**src/rtl/excl_grant_arbiter_if.sv**
```systemverilog
// Request/burst handshake bundle between requesters and the exclusive-grant arbiter.
// The master side drives requests and downstream readiness; the slave side is the arbiter.
interface excl_grant_arbiter_if #(
   parameter int LENW = 2
);
   logic [2:0]        req;
   logic [3*LENW-1:0] len;
   logic              out_ready;
   logic [2:0]        gnt;
   logic [1:0]        sel;
   logic              out_valid;
   logic              out_last;
   logic [LENW-1:0]   beat;

   modport master (
      output req, len, out_ready,
      input  gnt, sel, out_valid, out_last, beat
   );

   modport slave (
      input  req, len, out_ready,
      output gnt, sel, out_valid, out_last, beat
   );
endinterface

```
**src/rtl/excl_grant_arbiter.sv**
```systemverilog
// Three-way round-robin arbiter granting one requester an exclusive burst of len+1 beats.
// All outputs are registered; bursts run to completion with the length captured at grant time.
module excl_grant_arbiter #(
   parameter int LENW = 2
) (
   input  logic                 clock,
   input  logic                 reset_n,
   excl_grant_arbiter_if.slave  bus
);

   typedef enum logic {IDLE, BUSY} state_t;

   state_t          state_q, state_d;
   logic [2:0]      gnt_q, gnt_d;
   logic [1:0]      sel_q, sel_d;
   logic [1:0]      ptr_q, ptr_d;
   logic            vld_q, vld_d;
   logic            last_q, last_d;
   logic [LENW-1:0] beat_q, beat_d;
   logic [LENW-1:0] len_q, len_d;

   logic [1:0]      cand1, cand2, win;
   logic [LENW-1:0] win_len;
   logic [LENW-1:0] beat_inc;

   function automatic logic [1:0] inc_mod3(input logic [1:0] i);
      return (i == 2'd2) ? 2'd0 : i + 2'd1;
   endfunction

   // Priority walks ptr+1, ptr+2, then ptr itself, so the last grantee goes to the back.
   always_comb begin
      cand1 = inc_mod3(ptr_q);
      cand2 = inc_mod3(cand1);
      if (bus.req[cand1])
         win = cand1;
      else if (bus.req[cand2])
         win = cand2;
      else
         win = ptr_q;
      case (win)
         2'd1:    win_len = bus.len[LENW +: LENW];
         2'd2:    win_len = bus.len[2*LENW +: LENW];
         default: win_len = bus.len[0 +: LENW];
      endcase
   end

   assign beat_inc = beat_q + LENW'(1);

   always_comb begin
      state_d = state_q;
      gnt_d   = gnt_q;
      sel_d   = sel_q;
      ptr_d   = ptr_q;
      vld_d   = vld_q;
      last_d  = last_q;
      beat_d  = beat_q;
      len_d   = len_q;
      case (state_q)
         IDLE: begin
            if (|bus.req) begin
               state_d = BUSY;
               gnt_d   = 3'b001 << win;
               sel_d   = win;
               len_d   = win_len;
               beat_d  = '0;
               vld_d   = 1'b1;
               last_d  = (win_len == '0);
            end
         end
         BUSY: begin
            if (bus.out_ready) begin
               if (last_q) begin
                  state_d = IDLE;
                  ptr_d   = sel_q;
                  gnt_d   = '0;
                  vld_d   = 1'b0;
                  last_d  = 1'b0;
                  beat_d  = '0;
               end else begin
                  // out_last is registered, so it is precomputed against the next beat index.
                  beat_d = beat_inc;
                  last_d = (beat_inc == len_q);
               end
            end
         end
         default: state_d = IDLE;
      endcase
   end

   always_ff @(posedge clock or negedge reset_n) begin
      if (!reset_n) begin
         state_q <= IDLE;
         gnt_q   <= '0;
         sel_q   <= '0;
         ptr_q   <= 2'd2;
         vld_q   <= 1'b0;
         last_q  <= 1'b0;
         beat_q  <= '0;
         len_q   <= '0;
      end else begin
         state_q <= state_d;
         gnt_q   <= gnt_d;
         sel_q   <= sel_d;
         ptr_q   <= ptr_d;
         vld_q   <= vld_d;
         last_q  <= last_d;
         beat_q  <= beat_d;
         len_q   <= len_d;
      end
   end

   assign bus.gnt       = gnt_q;
   assign bus.sel       = sel_q;
   assign bus.out_valid = vld_q;
   assign bus.out_last  = last_q;
   assign bus.beat      = beat_q;

endmodule

```
**src/flat_wrapper.sv**
```systemverilog
// flat-port wrapper written by rule: the top's interface ports become plain ports
module excl_grant_arbiter_flat 
#(
   parameter int LENW = 2
)
  (clock, reset_n, bus_req, bus_len, bus_out_ready, bus_gnt, bus_sel, bus_out_valid, bus_out_last, bus_beat);
  excl_grant_arbiter_if #(.LENW(LENW)) bus_i ();
  input  logic clock;
  input  logic reset_n;
  input wire logic [$bits(bus_i.req)-1:0] bus_req;
  input wire logic [$bits(bus_i.len)-1:0] bus_len;
  input wire logic [$bits(bus_i.out_ready)-1:0] bus_out_ready;
  output wire logic [$bits(bus_i.gnt)-1:0] bus_gnt;
  output wire logic [$bits(bus_i.sel)-1:0] bus_sel;
  output wire logic [$bits(bus_i.out_valid)-1:0] bus_out_valid;
  output wire logic [$bits(bus_i.out_last)-1:0] bus_out_last;
  output wire logic [$bits(bus_i.beat)-1:0] bus_beat;
  assign bus_i.req = bus_req;
  assign bus_i.len = bus_len;
  assign bus_i.out_ready = bus_out_ready;
  assign bus_gnt = bus_i.gnt;
  assign bus_sel = bus_i.sel;
  assign bus_out_valid = bus_i.out_valid;
  assign bus_out_last = bus_i.out_last;
  assign bus_beat = bus_i.beat;
  excl_grant_arbiter #(.LENW(LENW)) u_core (.clock(clock), .reset_n(reset_n), .bus(bus_i));
endmodule
```
**config.mk**
```make
export PLATFORM = sky130hd
export DESIGN_NAME = excl_grant_arbiter_flat
export DESIGN_NICKNAME = d
export VERILOG_FILES = /design/src/rtl/excl_grant_arbiter_if.sv /design/src/rtl/excl_grant_arbiter.sv /design/src/flat_wrapper.sv
export SDC_FILE = /design/constraint.sdc
export NUM_CORES = 1
export LEC_CHECK = 0
export ABC_CLOCK_PERIOD_IN_PS = 2200
export CAP_MARGIN = 15
export CORE_MARGIN = 4
export CORE_UTILIZATION = 45
export DETAILED_ROUTE_END_ITERATION = 8
export PLACE_DENSITY = 0.75
export SKIP_CTS_REPAIR_TIMING = 1
export SLEW_MARGIN = 5
export SYNTH_ARGS = -nofsm -noshare
export SYNTH_HDL_FRONTEND = slang
export SYNTH_SLANG_ARGS = --single-unit
```
**constraint.sdc**
```tcl
create_clock -name clock -period 2.2 [get_ports clock]
set_input_delay 0.44 -clock clock [delete_from_list [all_inputs] [get_ports clock]]
set_output_delay 0.44 -clock clock [all_outputs]
set_load 0.005 [all_outputs]
```
==> Word-level counts from Yosys, hierarchy flattened <==
Cells that the tools add are included.
{ "word_totals": {"reg_bits": 14, "output_inout_bits": 9, "word_cells": 58} }
{ "classes": {"addsub": 3, "n_lt_le_gt_ge": 2, "eq_ne": 8, "shifts": 1, "muxes": 29, "bitwise": 1, "reduce_logical": 6} }
{ "op_table": {"columns": ["op", "count"], "rows": [
  ["$mux 2", 7],
  ["$mux 1", 11],
  ["$mux 3", 3],
  ["$pmux 2 s2", 2],
  ["$add 2x1->2 const B", 3],
  ["$eq 2x2->1 const B", 3],
  ["$lt 2x3->1 const B", 2],
  ["$pmux 1 s2", 3],
  ["$pmux 3 s2", 1],
  ["$reduce_and 3->1", 2],
  ["$bmux 1 s2", 2],
  ["$ne 2x2->1 const B", 2],
  ["$reduce_and 2->1", 2],
  ["$reduce_or 3->1", 1],
  ["$shl 1x2->3 const A", 1],
  ["$eq 2x1->1 const B", 1],
  ["$eq 2x2->1", 1],
  ["$logic_not 2->1", 1],
  ["$ne 2x1->1 const B", 1],
  ["$not 1->1", 1]
]} }

==> Depth between registers and ports, before layout <==
{ "depth": {"ltp_word": 13, "depth_mapped": 9, "mapped_depth_nobuf": 9} }

==> Worst setup path before layout <==
OpenSTA, ideal clock, no wires.
{ "synth_timing": {"path_kind": "reg2reg", "startpoint": "reg u_core.ptr_q[1]", "endpoint": "reg u_core.last_q, in the netlist u_core.bus.out_last", "setup_ps": 80, "arrival_time_ps": 1886, "required_time_ps": 2120, "path_slack_ps": 234, "path_stages_with_launch": 9, "path_buffers": 0, "synth_period_minus_slack_ps": 1966, "path_cell_list": "dfstp_2 -> mux2i_1 -> o22ai_1 -> inv_1 -> ha_1 -> nor2_1 -> a21oi_1 -> or4_4 -> o211ai_2"} }
{ "synth_via": {"elab_chain_len": 13} }
{ "synth_lines": {"columns": ["item", "line", "text"], "rows": [
  ["start, declared", "excl_grant_arbiter.sv:16", "logic [1:0] ptr_q, ptr_d;"],
  ["start signal, assigned", "excl_grant_arbiter.sv:104", "ptr_q <= ptr_d;"],
  ["$add 2x1->2 / $eq 2x2->1 (equally long branches)", "excl_grant_arbiter.sv:27", "return (i == 2'd2) ? 2'd0 : i + 2'd1;"],
  ["$mux 2", "excl_grant_arbiter.sv:27", null],
  ["$add 2x1->2 / $eq 2x2->1 (equally long branches)", "excl_grant_arbiter.sv:27", null],
  ["$mux 2", "excl_grant_arbiter.sv:27", null],
  ["$bmux 1 s2", "excl_grant_arbiter.sv:36", "else if (bus.req[cand2])"],
  ["$mux 1 (implied by the code)", "excl_grant_arbiter.sv:36", null],
  ["$mux 2", "excl_grant_arbiter.sv:36", null],
  ["$mux 2 (*)", "excl_grant_arbiter.sv:34", "if (bus.req[cand1])"],
  ["via u_core.win[1]", "excl_grant_arbiter.sv:22", "logic [1:0] cand1, cand2, win;"],
  ["$eq 2x2->1 / $eq 2x1->1 (equally long branches)", "excl_grant_arbiter.sv:40", "case (win)"],
  ["$pmux 2 s2 (*)", "excl_grant_arbiter.sv:40", null],
  ["$logic_not 2->1 (*)", "excl_grant_arbiter.sv:67", "last_d = (win_len == '0);"],
  ["$mux 1 (*)", "excl_grant_arbiter.sv:60", "if (|bus.req) begin"],
  ["$pmux 1 s2 (*)", "excl_grant_arbiter.sv:58", "case (state_q)"],
  ["end signal, assigned", "excl_grant_arbiter.sv:106", "last_q <= last_d;"],
  ["end, declared", "excl_grant_arbiter.sv:18", "logic last_q, last_d;"]
]} }
Mark *: on every way through the listed nets, which the timed path passes. The rest lies on a longest branch. The select of a mux whose other input is x is not followed.
A chain may end at the register's enable or synchronous reset.

==> Final worst setup path <==
Ends and elaborated chain as after synthesis.

==> out/metrics.yaml <==
core_mm2: 0.00158
ys_async_sr_fraction: 1.00
ioPinCount: 21
synth_edf_count: 0
ctsLongestPathBuffers: 2
syn_to_final_growth_pct: 43.4
ys_seq_area_frac: 0.450
intPower_w: 0.000900
final_cell_mix: "clkdlybuf4s50_1, dfrtp_1, buf_4"
crit_required_ps: 2400
synth_fa_ha_area_frac: 0.0481
grt_pass1_wl_um: 3010
io_buffers: 20
synth_top_family_by_area: "compound AO/OA/AOI/OAI gates"
crit_chain: "mux2i_2, o22ai_4, inv_2, ha_4, nor2_2, a21oi_1, or4_4, o211ai_2"
slew_violations: 0
finalCritPeriodShare: 0.966
rows: 14
end_kind: "flop"
critical_path.top_delay_family: "flip-flops"
p_clk_frac: 0.109
die_y_um: 49.7
synth_simple_gate_area_share: 0.143
netlist_area_um2: 781
avgSynthCellArea_um2: 10.8
gp_congestion: 0.715
cts_root_buf: "clkbuf_4"
synth_ff_type: "dfrtp_1"
cts.sinks: 14
slew_headroom: 0.591
num_antenna_cells: 0
timing.hold.ws_ps: 486
fin_tns_setup_ps: 0
dp_hpwl_um: 1270
cts.clk_slew.worst_paths_ps: 80
crit_type: "flop to flop"
slowest_delay_ps: 610
ys_types: 33
drc: 0
synthMuxAreaShare: 0.128
wl_um: 1710
comb_power_share: 0.526
via_count: 663
chipWidth_um: 49.7
synth_warnings: 0
synth_seq_cells: 14
routedWlPerCell_um: 14.6
setup_viol: 0
powerDensity_mw_per_mm2: 1230
initial_core_util: 0.495
hp-class: "flop to flop"
synth-compound-area-share: 0.173
multi_input_area_um2: 442
power_frac_seq: 0.365
slowest_stage: "dfstp_2"
power_w: 0.00137
clock.fmax_mhz: 471
seqCellArea_um2: 352
arrival_ps: 2330
synthesis.nets: 87
vias_per_cell: 5.67
syn_inst: 72
swShare: 0.344
gr-usage-all-layers: 0.155
tightest_slew_ps: 611
first_global_vias: 682
drive_gt1_frac: 0.297
cts_tree: "yes"
cp_max_fo: 5
p_leak_nw: 0.492
peakVddDrop_mv: 0.841
worstSetupStartpointType: "flop"
grt_overflow: 0
cts_buffers: 3
skew_ps: 1.42
design.die.area_mm2: 0.00247
drtAntennaViolNets: 0
yosys.area_share.xor_xnor: 0.0112
fill_cells: 124
drv_cap: 0
layout_commonest_cell: "clkdlybuf4s50_1"
grt_max_degree: 15
grt_setup_unrepaired: "false"
outcome: "complete, no violations"
clock_latency_ps: 270
firstDrtPassIters: 3
hold_violations: 0
drt_iter0_drc: 8
h-tree-depth: 1
grt_antenna_before_repair: 0
fin_nets: 117
final.min_clock_period_ps: 2120
switchingPower_w: 0.000473
path_buf_inv: 1
routing by layer:
layer  vias to the layer above  share of wire  routed length [um]  global-route usage
li1                        323              -                   -                   -
met1                       328           0.44                 752               0.191
met2                        10           0.52                 893               0.264
met3                         2          0.033                  56              0.0331
met4                         0         0.0053                   9              0.0553
met5                         -              0                   0                   0
kinds of logic (layout without fill, tap and decap cells):
kind of cell / count (synthesis) / in the layout
compound gates: 19 / 19
xor+xnor: 1 / 1
fa+ha+maj: 3 / 3
buf+inv: 7 / 36
flops: 14 / 14
mux: 8 / 8
simple gates: 20 / 20
layout make-up:
type                    count  area share
repair buffers             28       0.237
clock buffers               4      0.0235
well taps                  16      0.0179
inverters                   4      0.0134
multi-input cells          51       0.394
flip-flops and latches     14       0.314
power by group through the flow:
stage                     clock [W]  sequential (W)  combinational, W
after global placement            0        0.000491          0.000626
after detailed placement          0        0.000496          0.000638
after global routing       0.000167        0.000532          0.000795
after CTS                  0.000157        0.000492          0.000646
final                      0.000149        0.000501          0.000723
after floorplan                   0        0.000475          0.000369
worst paths after layout:
kind	startpoint	to	slack (ps)	cells after the start
max	u_core.ptr_q[1]	u_core.bus.out_last	80	8
min	u_core.bus.out_valid	u_core.bus.out_valid	490	1
max reg2reg	u_core.ptr_q[1]	u_core.bus.out_last	80	8
min reg2reg	u_core.bus.out_valid	u_core.bus.out_valid	490	1
max in group asynchronous	reset_n	u_core.bus.out_valid	1260	1
min in group asynchronous	reset_n	u_core.ptr_q[0]	540	1
worst register-to-register path, cell delays in order, from the launching register on:
cell	delay (ps)
dfstp_2	610
mux2i_2	280
o22ai_4	120
inv_2	90
ha_4	210
nor2_2	120
a21oi_1	70
or4_4	480
o211ai_2	80
cells in the mapped netlist (2+ instances only):
master / n / area share
o21ai_1: 4 / 0.026
mux2_1: 3 / 0.043
mux2_4: 3 / 0.058
dfrtp_1: 13 / 0.42
buf_2: 2 / 0.013
a22o_1: 2 / 0.022
ha_1: 3 / 0.048
a21oi_1: 3 / 0.019
nor2_1: 5 / 0.024
nand2_1: 7 / 0.034
o22ai_1: 2 / 0.016
inv_1: 4 / 0.019
per-stage QoR:
| step | cells | util | setup slack [ps] | area (um^2) |
|---|---|---|---|---|
| after CTS | 116 | 0.671 | -64.4 | 1060 |
| after floorplan | 72 | - | 234 | 781 |
| after detailed placement | 112 | 0.655 | -350 | 1030 |
| after global placement | 112 | 0.655 | -249 | 1030 |
| final | 117 | 0.710 | 75.6 | 1120 |
| after global routing | 117 | 0.710 | 1.26 | 1120 |
flip-flops by register name, summed over array words and instances, names as in the netlist:
signal	cells
u_core.bus.beat	2
u_core.bus.gnt	3
u_core.bus.out_last	1
u_core.bus.out_valid	1
u_core.bus.sel	2
u_core.len_q	2
u_core.ptr_q	2
u_core.state_q	1
Note: power is estimated with default switching activity, not from simulation.
==> edit 1 (same flow settings) <==
`LENW` is set to 2 in 3 places; all go to 4.
--- a/src/rtl/excl_grant_arbiter_if.sv
+++ b/src/rtl/excl_grant_arbiter_if.sv
@@ -3,3 +3,3 @@
 interface excl_grant_arbiter_if #(
-   parameter int LENW = 2
+   parameter int LENW = 4
 );
--- a/src/rtl/excl_grant_arbiter.sv
+++ b/src/rtl/excl_grant_arbiter.sv
@@ -3,3 +3,3 @@
 module excl_grant_arbiter #(
-   parameter int LENW = 2
+   parameter int LENW = 4
 ) (
--- a/src/flat_wrapper.sv
+++ b/src/flat_wrapper.sv
@@ -3,3 +3,3 @@
 #(
-   parameter int LENW = 2
+   parameter int LENW = 4
 )
Ports: changed (resized bus_beat and bus_len); port bits go from 21 to 29. No check against the original RTL was run, so the function may have changed too.
==> edit 1 against the unedited design <==
The flow now finishes with violations (setup timing); setup slack got worse by 170 ps; sequential cell count rose by 4; wire length rose by 40%; via count rose by 29%; power rose by 37%; cell area rose by 29%; sequential share of layout area fell by 0.11 points; first-iteration DRC count rose by 140%; fmax fell by 7.4%; area after synthesis rose by 26%; combinational power rose by 42%; clock skew rose by 3.5 ps; register-to-register slack got worse by 170 ps; sequential power rose by 28%; critical path type is now input port to flop.
==> edit 1: results (changes against the unedited design) <==
| Metric | Value |
|---|---|
| Worst clock skew on the final layout | `4.910 ps (was 1.420 ps)` |
| Slack of the worst reg-to-reg path | `-90 ps (was 80 ps)` |
| Highest ir drop seen on vdd | `0.0009401 V (was 0.0008413 V)` |
| Skew-Pair Late Insertion Delay | `310 ps (was 270 ps)` |
| Highest cell delay on the worst timing path | `560 ps (was 610 ps)` |
| Result of the run | `complete, but fails checks (was finished, final reports clean)` |
| Input/output buffers | `28 (was 20)` |
| DRT Pass-1 Iters | `4 (was 3)` |
| Last weighted congestion value of the routability-driven placer | `0.8127 (was 0.7146)` |
| Sequential fraction of the synthesis area | `45.81% (was 45.03%)` |
| Type of element launching the critical path | `input port (was flop)` |
| Final worst setup slack | `-95.14 ps (was 75.56 ps)` |
| Dpl hpwl | `1719 um (was 1266 um)` |
| Arr. time, crit path | `2540 ps (was 2330 ps)` |
| Critical Path Slowest Stage Cell | `sky130_fd_sc_hd__or4_1 (was sky130_fd_sc_hd__dfstp_2)` |
| Gate count after technology mapping | `92 (was 72)` |
| Commonest cells in the synthesized netlist | `17 x sky130_fd_sc_hd__dfrtp_1, 8 x sky130_fd_sc_hd__a21oi_1, 8 x sky130_fd_sc_hd__mux2_2 (was 13 x sky130_fd_sc_hd__dfrtp_1, 7 x sky130_fd_sc_hd__nand2_1, 5 x sky130_fd_sc_hd__nor2_1)` |
| Finish-stage setup viols | `1 (was 0)` |
| Synthesized Nets | `114 (was 87)` |
| Main area contributors after synthesis | `sky130_fd_sc_hd__dfrtp_1 43%, sky130_fd_sc_hd__mux2_2 9.1%, sky130_fd_sc_hd__ha_1 5.1% (was sky130_fd_sc_hd__dfrtp_1 42%, sky130_fd_sc_hd__mux2_4 5.8%, sky130_fd_sc_hd__ha_1 4.8%)` |
| Wire length of the first global-routing pass | `3594 um (was 3008 um)` |
| Beginning of the critical path | `bus_req[1] (was u_core.ptr_q[1])` |
| Overall track demand over capacity in global routing | `17.24% (was 15.51%)` |
| Clock slew at the register clock pins of the worst setup and hold paths | `110 ps (was 80 ps)` |
| Initial DRC count | `19 (was 8)` |
| Violations in the final reports | `setup timing` |
| Non-filler cells, final | `156 (was 117)` |
| Fraction of final layout cells sized beyond drive strength 1 | `27.13% (was 29.70%)` |
| Hold crit path type | `input port to asynchronous set/reset pin (was flop to flop)` |
| NumNets Final | `152 (was 117)` |
| Leakage power | `0.6264 nW (was 0.4924 nW)` |
| Number of global-route vias before repair | `821 (was 682)` |
| Number of placed instances, taps included | `152 (was 112)` |
edit 1: worst min path at each step:
stage                         startpoint                   end  cells past startpoint
finish                           reset_n     u_core.bus.sel[0]                      2
global route                     reset_n     u_core.bus.gnt[0]                      2
CTS                              reset_n     u_core.bus.sel[0]                      2
detailed placement  u_core.bus.out_valid  u_core.bus.out_valid                      1
global placement    u_core.bus.out_valid  u_core.bus.out_valid                      1
floorplan                        reset_n    u_core.bus.beat[0]                      0
edit 1: cells by family after synthesis:
group / Yosys count / synth area share (%)
AOI/OAI and AO/OA: 27 / 18.91
and+or+nand+nor: 21 / 10.03
DFF: 18 / 45.81
muxes: 9 / 10.15
buffers and inverters: 7 / 3.173
xor gates and xnor gates: 6 / 6.853
adders and majority gates: 4 / 5.076
edit 1: layer usage:
| metal | vias up | GRT usage [%] | share of wire [%] |
|---|---|---|---|
| li1 | 415 | - | - |
| met1 | 407 | 21.77 | 44 |
| met2 | 28 | 26.97 | 48 |
| met3 | 7 | 6.267 | 6.6 |
| met4 | 0 | 5.809 | 1.7 |
| met5 | - | 0 | 0 |
edit 1: area by class of cell:
type	instances	area [um2]	share of cell area (%)
tap	27	33.78	2.340
clock buffer	4	36.28	2.513
inverter	5	18.77	1.300
multi-input combinational	67	565.5	39.17
sequential	18	451.7	31.28
timing repair buffer	35	337.8	23.40
edit 1: where the power goes:
group | switching (mW) | internal [mW] | leakage [nW]
registers | 0.154 | 0.485 | 0.221
logic | 0.433 | 0.598 | 0.385
clock network | 0.111 | 0.101 | 0.0210
total | 0.699 | 1.18 | 0.626
edit 1: stage by stage:
| step | area, um2 | setup WS, ps | total power, mW | hold WS [ps] | util [%] |
|---|---|---|---|---|---|
| floorplan | 985.9 | 69.25 | 1.184 | 144.4 | - |
| global placement | 1340 | -404.6 | 1.539 | 466.1 | 66.27 |
| detailed placement | 1340 | -508.6 | 1.563 | 473.5 | 66.27 |
| CTS | 1376 | -167.5 | 1.777 | 451.0 | 68.07 |
| global route | 1444 | -177.5 | 2.034 | 475.7 | 71.41 |
| finish | 1444 | -95.14 | 1.883 | 445.1 | 71.41 |
edit 1: worst max-delay path: cells and delay by family:
kind            cells  cell delay (ps)
compound gates      4              710
buf+inv             2              610
simple gates        1              560
fa+ha+maj           1              220
==> edit 2 (same settings) <==
Without the edit above. Reset style: synchronous (`reset_n`), changed in one clocked block.
--- a/src/rtl/excl_grant_arbiter.sv
+++ b/src/rtl/excl_grant_arbiter.sv
@@ -89,3 +89,3 @@
 
-   always_ff @(posedge clock or negedge reset_n) begin
+   always_ff @(posedge clock) begin
       if (!reset_n) begin
Check against the original RTL: differs if reset_n is asserted again (counterexample within 4 cycles, from zero or initial values and one cycle with reset_n low); with reset_n held inactive, the same outputs for 10 cycles.
==> edit 2 against the unedited design <==
Via count grew 1.7%; largest cell class unchanged; cell area shrank 6.9%; setup slack gained 110 ps; synthesized cell count grew 8.3%; area after synthesis shrank 7.4%; wire length grew 3.4%; sequential cell count is the same; clock skew is essentially flat.
Power is not compared: it rests on default switching activity, and its combinational part moved more than twofold at a synthesized area within 25%.
==> edit 2: results (changes against the unedited design) <==
| Metric | Value |
|---|---|
| Kind of cell with the highest combined delay on the critical path | `compound AO/OA/AOI/OAI gates (was flip-flops)` |
| DRT Pass-1 Iters | `4 (was 3)` |
| NumNets Final | `124 (was 117)` |
| Highest cell delay on the worst timing path | `380 ps (was 610 ps)` |
| Num CTS Buffers | `3 (unchanged)` |
| Arr. time, crit path | `2190 ps (was 2330 ps)` |
| Cell accounting for the most synthesized area | `sky130_fd_sc_hd__dfxtp_1 (was sky130_fd_sc_hd__dfrtp_1)` |
| Dpl hpwl | `1304 um (was 1266 um)` |
| Fraction of registers with async set/reset | `0% (was 100.0%)` |
| Compound-gate portion of the synthesized area | `26.64% (was 17.31%)` |
| Wire length of the first global-routing pass | `2766 um (was 3008 um)` |
| Initial DRC count | `5 (was 8)` |
| Slack of the worst reg-to-reg path | `200 ps (was 80 ps)` |
| Main area contributors after synthesis | `sky130_fd_sc_hd__dfxtp_1 39%, sky130_fd_sc_hd__ha_1 5.2%, sky130_fd_sc_hd__a32o_1 4.2% (was sky130_fd_sc_hd__dfrtp_1 42%, sky130_fd_sc_hd__mux2_4 5.8%, sky130_fd_sc_hd__ha_1 4.8%)` |
| Fraction of final layout cells sized beyond drive strength 1 | `17.59% (was 29.70%)` |
| Post-DR wirelength/cell | `14.27 um (was 14.63 um)` |
| Synthesized Nets | `93 (was 87)` |
| Commonest cells in the synthesized netlist | `14 x sky130_fd_sc_hd__dfxtp_1, 6 x sky130_fd_sc_hd__nand2_1, 5 x sky130_fd_sc_hd__nor2_1, 5 x sky130_fd_sc_hd__o21ai_0 (was 13 x sky130_fd_sc_hd__dfrtp_1, 7 x sky130_fd_sc_hd__nand2_1, 5 x sky130_fd_sc_hd__nor2_1)` |
| Number of vias in the routed layout | `674 (was 663)` |
| Sequential fraction of the synthesis area | `38.75% (was 45.03%)` |
| Overall track demand over capacity in global routing | `17.48% (was 15.51%)` |
| Dominant register cell in the synthesized netlist | `sky130_fd_sc_hd__dfxtp_1 (was sky130_fd_sc_hd__dfrtp_1)` |
| Number of global-route vias before repair | `646 (was 682)` |
| Maximum fanout along the worst path | `4 (was 5)` |
| Critical Path Slowest Stage Cell | `sky130_fd_sc_hd__o32a_1 (was sky130_fd_sc_hd__dfstp_2)` |
| Worst Max-Slew Pin Slew | `572.4 ps (was 610.9 ps)` |
| Count of different cell masters after synthesis | `32 (was 33)` |
| Number of filler cells placed in the layout | `137 (was 124)` |
| Result of the run | `finished, final reports clean (unchanged)` |
| Post-synthesis mux area share | `2.768% (was 12.82%)` |
| Pin count of the biggest net entering global routing | `16 (was 15)` |
## edit 2: changes by cell type after synthesis, sizes merged, moves of 3 or more
cell / delta
a21boi: +5
dfxtp: +14
a32o: +3
dfrtp: -13
nor2b: +3
mux2: -7
## edit 2: cell families (layout without fill, tap and decap cells)
| logic type | after synthesis | count (layout) |
|---|---|---|
| simple gates | 26 | 26 |
| compound gates | 25 | 25 |
| flops | 14 | 14 |
| buf+inv | 6 | 36 |
| fa+ha+maj | 3 | 3 |
| xor+xnor | 2 | 2 |
| mux | 2 | 2 |
## edit 2: area by class of cell
class                   instances  share of cell area, %
repair buffers                 28                  25.69
inverters                       4                  1.441
multi-input cells              58                  40.58
flip-flops and latches         14                  26.89
well taps                      16                  1.921
clock buffers                   4                  3.481
## edit 2: metal layers
layer / up-vias / global-route usage, % / share of wire [%]
met1: 319 / 19.73 / 44
met4: 0 / 9.677 / 1.9
met2: 9 / 30.08 / 51
met5: - / 0 / 0
li1: 341 / - / -
met3: 5 / 4.059 / 2.9
## edit 2: metrics by stage
stage | cells | utilization (%) | cell area [um2] | setup WS [ps] | power (mW)
detailed placement | 120 | 65.61 | 988.4 | -405.9 | 0.4465
CTS | 124 | 68.02 | 1025 | -112.0 | 0.6349
global placement | 120 | 65.61 | 988.4 | -381.8 | 0.4416
finish | 124 | 69.19 | 1042 | 185.7 | 0.6327
floorplan | 78 | - | 723.2 | 239.7 | 0.3694
global route | 124 | 69.19 | 1042 | 75.00 | 0.6701
## edit 2: final timing paths
path | start | depth (start not counted) | to
max | bus_req[0] | 10 | u_core.bus.out_last
min reg2reg | u_core.bus.gnt[1] | 1 | u_core.bus.gnt[1]
max reg2reg | u_core.ptr_q[1] | 9 | u_core.bus.out_last
min | u_core.bus.gnt[1] | 1 | u_core.bus.gnt[1]
